--- config.mk ---
export PLATFORM = sky130hd
export DESIGN_NAME = prbs_word_gen
export DESIGN_NICKNAME = d
export VERILOG_FILES = /design/src/rtl/rx_pkg.sv /design/src/rtl/prbs_word_gen.sv
export SDC_FILE = /design/constraint.sdc
export NUM_CORES = 1
export LEC_CHECK = 0
export ABC_AREA = 1
export CAP_MARGIN = 20
export CORE_ASPECT_RATIO = 1.75
export CORE_UTILIZATION = 40
export DETAILED_ROUTE_END_ITERATION = 16
export HOLD_SLACK_MARGIN = 0.05
export PLACE_DENSITY_LB_ADDON = 0.15
export SLEW_MARGIN = 20
export SYNTH_ARGS = -nofsm -noshare
export SYNTH_HDL_FRONTEND = slang
export SYNTH_SLANG_ARGS = --single-unit
export TNS_END_PERCENT = 50
--- constraint.sdc ---
create_clock -name clk_i -period 3.9 [get_ports clk_i]
set_clock_uncertainty 0.2 [all_clocks]
set_input_delay 0.975 -clock clk_i [delete_from_list [all_inputs] [get_ports clk_i]]
set_output_delay 0.975 -clock clk_i [all_outputs]
set_load 0.1 [all_outputs]
--- src/rtl/rx_pkg.sv ---
// rtl/rx_pkg.sv - shared types, PRBS31 constants and saturating add for the RX PRBS checker
package rx_pkg;

  typedef enum logic [1:0] {
    ST_IDLE   = 2'd0,
    ST_SEARCH = 2'd1,
    ST_LOCKED = 2'd2,
    ST_LOST   = 2'd3
  } rx_state_e;

  localparam int             PRBS_W     = 31;
  localparam int             PRBS_TAP_A = 30;
  localparam int             PRBS_TAP_B = 27;
  localparam logic [30:0]    PRBS_ONES  = '1;

  // Adds inc to a w-bit counter held in 64 bits, clamping at the w-bit all-ones value.
  function automatic logic [63:0] sat_inc(input logic [63:0] a, input logic [63:0] inc,
                                          input int unsigned w);
    logic [64:0] sum;
    logic [63:0] max_v;
    max_v = (w >= 64) ? '1 : ((64'd1 << w) - 64'd1);
    sum   = {1'b0, a} + {1'b0, inc};
    if (sum > {1'b0, max_v}) return max_v;
    return sum[63:0];
  endfunction

endpackage

--- src/rtl/prbs_word_gen.sv ---
// rtl/prbs_word_gen.sv - PRBS31 LFSR producing one DATA_W-bit expected word per advance
module prbs_word_gen
  import rx_pkg::*;
#(
  parameter int DATA_W = 32
) (
  input  logic                clk_i,
  input  logic                rst_i,
  input  logic                load_i,
  input  logic                advance_i,
  input  logic [PRBS_W-1:0]   seed_i,
  output logic [DATA_W-1:0]   word_o,
  output logic [PRBS_W-1:0]   next_state_o
);

  logic [PRBS_W-1:0] state_q;
  logic [PRBS_W-1:0] seed_fix;
  logic [PRBS_W-1:0] base;
  logic [PRBS_W-1:0] walk;
  logic              fb;

  // An all-zero LFSR never leaves zero, so a zero seed is replaced.
  assign seed_fix = (seed_i == '0) ? PRBS_ONES : seed_i;

  always_comb begin
    base   = load_i ? seed_fix : state_q;
    walk   = base;
    fb     = 1'b0;
    word_o = '0;
    for (int i = 0; i < DATA_W; i++) begin
      fb                  = walk[PRBS_TAP_A] ^ walk[PRBS_TAP_B];
      word_o[DATA_W-1-i]  = fb;
      walk                = {walk[PRBS_W-2:0], fb};
    end
    next_state_o = walk;
  end

  always_ff @(posedge clk_i) begin
    if (rst_i) begin
      state_q <= PRBS_ONES;
    end else if (advance_i) begin
      state_q <= next_state_o;
    end else if (load_i) begin
      state_q <= base;
    end
  end

endmodule

After elaboration in Yosys (flattened, before gate mapping)
Index checks and enable logic that the tools add are counted.

cells by class
  muxes and demuxes = 4
  bitwise logic cells = 32
  reduce and logical (&&, ||, !) cells = 2

operators with widths
  operator            number
  2-to-1 mux 31 bit   4
  bitwise XOR 1 bit   32
  zero test 31 bit    1
  nonzero test 2 bit  1

word-level totals
  bits in registers = 31
  input port bits = 35
  word-level logic and storage cells = 39

Longest topological paths before layout
  word-level depth = 6
  gate-level depth with buffers = 14
  depth with buffers taken out = 13

Least setup slack after synthesis
OpenSTA, ideal clock, no wires.

  kind = input port to output port
  start = input port seed_i[22]
  end = output port word_o[1]
  arrival time = 3,864 ps
  data required time = 2,725 ps
  setup slack = -1,139 ps
  stages on the path = 13
  buffers on the path = 1
  cells stage by stage = nor2_1 -> nand2_1 -> nor2_1 -> nand2_1 -> nor2_4 -> nor2_1 -> nor2_2 -> inv_2 -> nand2_1 -> nand2_1 -> nand2_1 -> and2_1 -> buf_4

on the way
  longest elaborated chain between the ends = 5

RTL lines
  element               RTL line             source
  start, declared       prbs_word_gen.sv:11  input logic [PRBS_W-1:0] seed_i,
  zero test 31 bit      prbs_word_gen.sv:23  assign seed_fix = (seed_i == '0) ? PRBS_ONES : seed_i;
  2-to-1 mux 31 bit     prbs_word_gen.sv:23
  2-to-1 mux 31 bit     prbs_word_gen.sv:26  base = load_i ? seed_fix : state_q;
  bitwise XOR 1 bit     prbs_word_gen.sv:31  fb = walk[PRBS_TAP_A] ^ walk[PRBS_TAP_B];
  net next_state_o[29]  prbs_word_gen.sv:13  output logic [PRBS_W-1:0] next_state_o
  bitwise XOR 1 bit     prbs_word_gen.sv:31
  end, declared         prbs_word_gen.sv:12  output logic [DATA_W-1:0] word_o,

The timed path passes the listed nets, and every way through them passes these cells.

Worst setup path in the final report
  start = input port seed_i[30]
  end = output port next_state_o[15]

on the way
  longest elaborated chain between the ends = 4

RTL lines
  element            RTL line
  zero test 31 bit   prbs_word_gen.sv:23
  2-to-1 mux 31 bit  prbs_word_gen.sv:23
  2-to-1 mux 31 bit  prbs_word_gen.sv:26
  bitwise XOR 1 bit  prbs_word_gen.sv:31
  end, declared      prbs_word_gen.sv:13

Every way passes these cells.

==> impl_metrics.prom <==
# TYPE chip_impl_metric gauge
chip_impl_info{name="startpoint",value="seed_i[30]"} 1
chip_impl_metric{name="cts_buffers",unit=""} 5
chip_impl_metric{name="worst-path-stages",unit=""} 16
chip_impl_metric{name="layout-area-overhead-vs-synth",unit="%"} 99.7
chip_impl_metric{name="final_net_count",unit=""} 625
chip_impl_metric{name="postSynthCellCount",unit=""} 427
chip_impl_metric{name="setup_viol",unit=""} 4
chip_impl_metric{name="worst_ir_drop_vdd",unit="uV"} 312
chip_impl_metric{name="finish.cell_count_without_fillers",unit=""} 671
chip_impl_metric{name="antennaDiodeCount",unit=""} 0
chip_impl_metric{name="pwr_density_cell",unit="mW/mm2"} 451
chip_impl_metric{name="start_util",unit=""} 0.416
chip_impl_metric{name="hpwl",unit="um"} 7390
chip_impl_metric{name="finalMaxSlewViolations",unit=""} 0
chip_impl_metric{name="grt_util_all_layers",unit=""} 0.339
chip_impl_metric{name="leakage",unit="nW"} 2.52
chip_impl_info{name="path_class",value="in2out"} 1
chip_impl_metric{name="seqPwrFrac",unit=""} 0.156
chip_impl_metric{name="io_pins",unit=""} 98
chip_impl_info{name="endpoint",value="next_state_o[15]"} 1
chip_impl_metric{name="cp_data_required_time",unit="ns"} 2.72
chip_impl_metric{name="combPwrFrac",unit=""} 0.714
chip_impl_metric{name="maxCapViolations",unit=""} 0
chip_impl_info{name="worstSetupStartpointType",value="input pin"} 1
chip_impl_metric{name="synth_cell_type_count",unit=""} 29
chip_impl_metric{name="timing.final.crit_period",unit="ns"} 3.90
chip_impl_metric{name="final_util",unit=""} 0.831
chip_impl_metric{name="num-fill-cells",unit=""} 358
chip_impl_metric{name="hold-worst-slack",unit="ns"} 0.456
chip_impl_metric{name="netSwitchingFraction",unit=""} 0.521
chip_impl_metric{name="dieWidth",unit="um"} 62.6
chip_impl_info{name="path_delay_family",value="simple AND/OR/NAND/NOR gates"} 1
chip_impl_metric{name="rr_worst_depth",unit=""} 17
chip_impl_info{name="tritoncts",value="built"} 1
chip_impl_metric{name="placement_rows",unit=""} 38
chip_impl_metric{name="clock_power_share",unit=""} 0.130
chip_impl_metric{name="timing.max_slew.rel_slack",unit=""} 0.426
chip_impl_info{name="timing.rr.end",value="state_q[28]$_SDFFE_PP1P_"} 1
chip_impl_metric{name="io_buffer_count",unit=""} 97
chip_impl_metric{name="setup.reg_to_reg.worst_slack",unit="ns"} 1.21
chip_impl_metric{name="p_switching",unit="W"} 0.00121
chip_impl_metric{name="power_report.internal_total",unit="W"} 0.00111
chip_impl_metric{name="drt-initial-drc-count",unit=""} 269
chip_impl_info{name="cp_common_cell",value="sky130_fd_sc_hd__nand2_2"} 1
chip_impl_metric{name="final_layout_size_suffix_gt1_frac",unit=""} 0.541
chip_impl_metric{name="avgRoutedWirePerCell",unit="um"} 18.2
chip_impl_info{name="worstPathCellList",value="clkbuf_2 -> nor2_2 -> nand2_2 -> nor2_4 -> nand2_2 -> inv_2 -> nand2_4 -> nand2_8 -> buf_6 -> buf_6 -> nor2_2 -> nor2_4 -> inv_2 -> nand2_2 -> and2_4 -> buf_12"} 1
chip_impl_metric{name="path_buf_inv",unit=""} 6
chip_impl_metric{name="syn_nets",unit=""} 462
chip_impl_metric{name="cts-hold-fix-buffers",unit=""} 0
chip_impl_metric{name="timing.critical_path.arrival",unit="ns"} 2.73
chip_impl_metric{name="critical_path.max_fanout",unit=""} 7
chip_impl_metric{name="synth_seq_cells",unit=""} 31
chip_impl_metric{name="skew_pair_late_insertion_delay",unit="ns"} 0.30
chip_impl_metric{name="timing.final.ws_setup",unit="ns"} -0.00189
chip_impl_metric{name="route.vias.total",unit=""} 3781
chip_impl_metric{name="route.detailed.drc",unit=""} 0
chip_impl_metric{name="drt-pass1-iter-count",unit=""} 5
chip_impl_metric{name="transition_at_the_pin_with_the_smallest_max_transition_slack",unit="ns"} 0.856
chip_impl_metric{name="cts-htree-levels",unit=""} 2
chip_impl_metric{name="largest_net_degree_at_the_start_of_global_routing",unit=""} 38
chip_impl_metric{name="drt_wl_total",unit="um"} 12200
chip_impl_metric{name="via_count_of_the_first_global_routing_pass",unit=""} 3785
chip_impl_metric{name="globalRouteOverflowTotal",unit=""} 0
chip_impl_metric{name="drtAntennaViolNets",unit=""} 0
chip_impl_metric{name="total_power",unit="W"} 0.00231
chip_impl_metric{name="core_area",unit="mm2"} 0.00618
chip_impl_info{name="top_register",value="state_q"} 1
chip_impl_info{name="hold_class",value="reg2reg"} 1
chip_impl_info{name="outcome",value="finished, violations left"} 1
chip_impl_info{name="top_regs",value="state_q (30)"} 1
chip_impl_metric{name="synth_sequential_area_ratio",unit=""} 0.241
chip_impl_metric{name="clock_sink_count",unit=""} 31
chip_impl_info{name="r2r_start",value="state_q[28]$_SDFFE_PP1P_"} 1
chip_impl_info{name="failed_checks",value="negative setup slack"} 1
chip_impl_info{name="clock_root_buffer_master",value="sky130_fd_sc_hd__clkbuf_8"} 1
chip_impl_info{name="critPathSlowestCell",value="sky130_fd_sc_hd__and2_4"} 1
chip_impl_info{name="setup_repair_after_global_routing_missed_its_margin",value="yes"} 1
chip_impl_info{name="timing.critical_path.to_type",value="output port"} 1
chip_impl_metric{name="timing.setup.tns",unit="ns"} -0.00473
chip_impl_metric{name="max_freq",unit="MHz"} 256
chip_impl_metric{name="max_reg_flops",unit=""} 30
chip_impl_metric{name="die_area",unit="mm2"} 0.00677
chip_impl_metric{name="clk_pin_slew",unit="ns"} 0.07
chip_impl_metric{name="hold_violations",unit=""} 0
chip_impl_metric{name="grt_first_pass_wirelength",unit="um"} 17700
chip_impl_metric{name="avgSynthCellArea",unit="um2"} 6.02
chip_impl_metric{name="period_share",unit=""} 1.00
chip_impl_metric{name="die-height",unit="um"} 108
chip_impl_metric{name="stage_delay_of_the_slowest_cell_on_the_critical_path",unit="ns"} 0.17
chip_impl_metric{name="ctsLongestPathBuffers",unit=""} 2
chip_impl_metric{name="gp_congestion",unit=""} 0.892
chip_impl_metric{name="antenna_found_initial",unit=""} 0
chip_impl_metric{name="yosys_warnings",unit=""} 0
chip_impl_metric{name="placed_cells_incl_taps",unit=""} 637
chip_impl_metric{name="synth_area",unit="mm2"} 0.00257
chip_impl_metric{name="via_per_inst",unit=""} 5.63
## tightest hold or removal path, stage by stage (launching register included)
cell,delay [ns]
sky130_fd_sc_hd__dfxtp_1,0.33
sky130_fd_sc_hd__o22ai_2,0.12
sky130_fd_sc_hd__inv_2,0.08
sky130_fd_sc_hd__a21oi_1,0.06
sky130_fd_sc_hd__nand2_1,0.05
## worst min-delay path by stage
stage | slack (ns) | end | cells after the start | from
2_1_floorplan | 0.31 | state_q[1]$_SDFFE_PP1P_ | 4 | state_q[1]$_SDFFE_PP1P_
3_3_place_gp | 0.34 | state_q[1]$_SDFFE_PP1P_ | 4 | state_q[1]$_SDFFE_PP1P_
3_5_place_dp | 0.35 | state_q[1]$_SDFFE_PP1P_ | 4 | state_q[1]$_SDFFE_PP1P_
4_1_cts | 0.36 | state_q[1]$_SDFFE_PP1P_ | 4 | state_q[1]$_SDFFE_PP1P_
5_1_grt | 0.48 | state_q[0]$_SDFFE_PP1P_ | 3 | state_q[0]$_SDFFE_PP1P_
6_report | 0.46 | state_q[4]$_SDFFE_PP1P_ | 4 | state_q[4]$_SDFFE_PP1P_
## placed cells by master (no fill, tap or decap), types with 5 or more instances in the layout
| master | n |
|---|---|
| sky130_fd_sc_hd__a21oi_1 | 22 |
| sky130_fd_sc_hd__and2_2 | 7 |
| sky130_fd_sc_hd__and2_4 | 20 |
| sky130_fd_sc_hd__buf_12 | 67 |
| sky130_fd_sc_hd__buf_2 | 9 |
| sky130_fd_sc_hd__buf_4 | 103 |
| sky130_fd_sc_hd__clkbuf_2 | 17 |
| sky130_fd_sc_hd__clkbuf_8 | 7 |
| sky130_fd_sc_hd__dfxtp_1 | 31 |
| sky130_fd_sc_hd__inv_1 | 18 |
| sky130_fd_sc_hd__inv_2 | 17 |
| sky130_fd_sc_hd__nand2_1 | 95 |
| sky130_fd_sc_hd__nand2_2 | 17 |
| sky130_fd_sc_hd__nand3_1 | 39 |
| sky130_fd_sc_hd__nor2_1 | 39 |
| sky130_fd_sc_hd__nor2_2 | 20 |
| sky130_fd_sc_hd__nor2_4 | 12 |
| sky130_fd_sc_hd__o22ai_1 | 6 |
| sky130_fd_sc_hd__o22ai_2 | 5 |
## area by class of cell
type,instances,area [um2],area share
Timing Repair Buffer,203,2340,0.456
Tap cell,80,100,0.0195
Multi-Input combinational cell,312,1840,0.358
Clock buffer,8,100,0.0195
Sequential cell,31,621,0.121
Inverter,37,139,0.0270
## timing repair
| action | 4_1_cts | 5_1_grt |
|---|---|---|
| pin swaps | 43 | 38 |
| gates cloned | 1 | 0 |
| buffers inserted | 22 | 3 |
| setup endpoints to repair | 63 | 64 |
| resized for setup | 127 | 71 |
## power by group through the flow
stage	Clock (W)	Sequential, W	Combinational, W
final	0.000301	0.000361	0.00165
after global routing	0.000303	0.000362	0.00169
after CTS	0.000288	0.000358	0.00161
after detailed placement	0	0.000364	0.00157
after global placement	0	0.000362	0.00155
after floorplan	0	0.000360	0.00102
## cells in the mapped netlist
cell / count / area (um2)
sky130_fd_sc_hd__nor2_4: 2 / 22.5
sky130_fd_sc_hd__or2_2: 1 / 6.26
sky130_fd_sc_hd__nor2_1: 63 / 236
sky130_fd_sc_hd__nand2_4: 2 / 22.5
sky130_fd_sc_hd__or2_1: 2 / 12.5
sky130_fd_sc_hd__and2_1: 27 / 169
sky130_fd_sc_hd__o22ai_1: 9 / 56.3
sky130_fd_sc_hd__buf_4: 32 / 240
sky130_fd_sc_hd__nor2_2: 6 / 37.5
sky130_fd_sc_hd__o21ai_0: 6 / 30.0
sky130_fd_sc_hd__buf_2: 2 / 10.0
sky130_fd_sc_hd__or2_0: 2 / 12.5
sky130_fd_sc_hd__o211ai_1: 4 / 30.0
sky130_fd_sc_hd__buf_6: 3 / 33.8
sky130_fd_sc_hd__a21oi_2: 1 / 8.76
sky130_fd_sc_hd__clkinv_1: 2 / 7.51
sky130_fd_sc_hd__and3_1: 1 / 6.26
sky130_fd_sc_hd__nand2_1: 116 / 435
sky130_fd_sc_hd__a21oi_1: 22 / 110
sky130_fd_sc_hd__clkbuf_1: 10 / 37.5
sky130_fd_sc_hd__nand3_1: 39 / 195
sky130_fd_sc_hd__o21bai_1: 1 / 7.51
sky130_fd_sc_hd__o22ai_2: 5 / 62.6
sky130_fd_sc_hd__inv_1: 22 / 82.6
sky130_fd_sc_hd__nand3_2: 1 / 10.0
sky130_fd_sc_hd__dfxtp_1: 31 / 621
sky130_fd_sc_hd__o21bai_2: 1 / 11.3
sky130_fd_sc_hd__xor2_1: 1 / 8.76
sky130_fd_sc_hd__inv_2: 13 / 48.8
## layer usage
| layer | vias to the layer above | track usage | share of wire |
|---|---|---|---|
| met4 | 0 | 0.251 | 0.072 |
| met3 | 91 | 0.0580 | 0.069 |
| met1 | 1804 | 0.313 | 0.32 |
| met5 | - | 0 | 0 |
| met2 | 239 | 0.651 | 0.54 |
| li1 | 1647 | - | - |
## through the flow
step	area [um2]	setup WS, ns
2_1_floorplan	2700	-0.313
3_3_place_gp	4690	-0.356
3_5_place_dp	4690	-0.375
4_1_cts	5090	0.000433
5_1_grt	5140	-0.0716
6_report	5140	-0.00189
## cells by family after synthesis
logic type	Yosys count	share of synthesized area
AO/OA/AOI/OAI	49	0.123
XOR/XNOR	1	0.00341
buffers and inverters	84	0.179
flip-flops	31	0.241
AND/OR/NAND/NOR	262	0.453
Note: power is estimated with default switching activity, not from simulation.
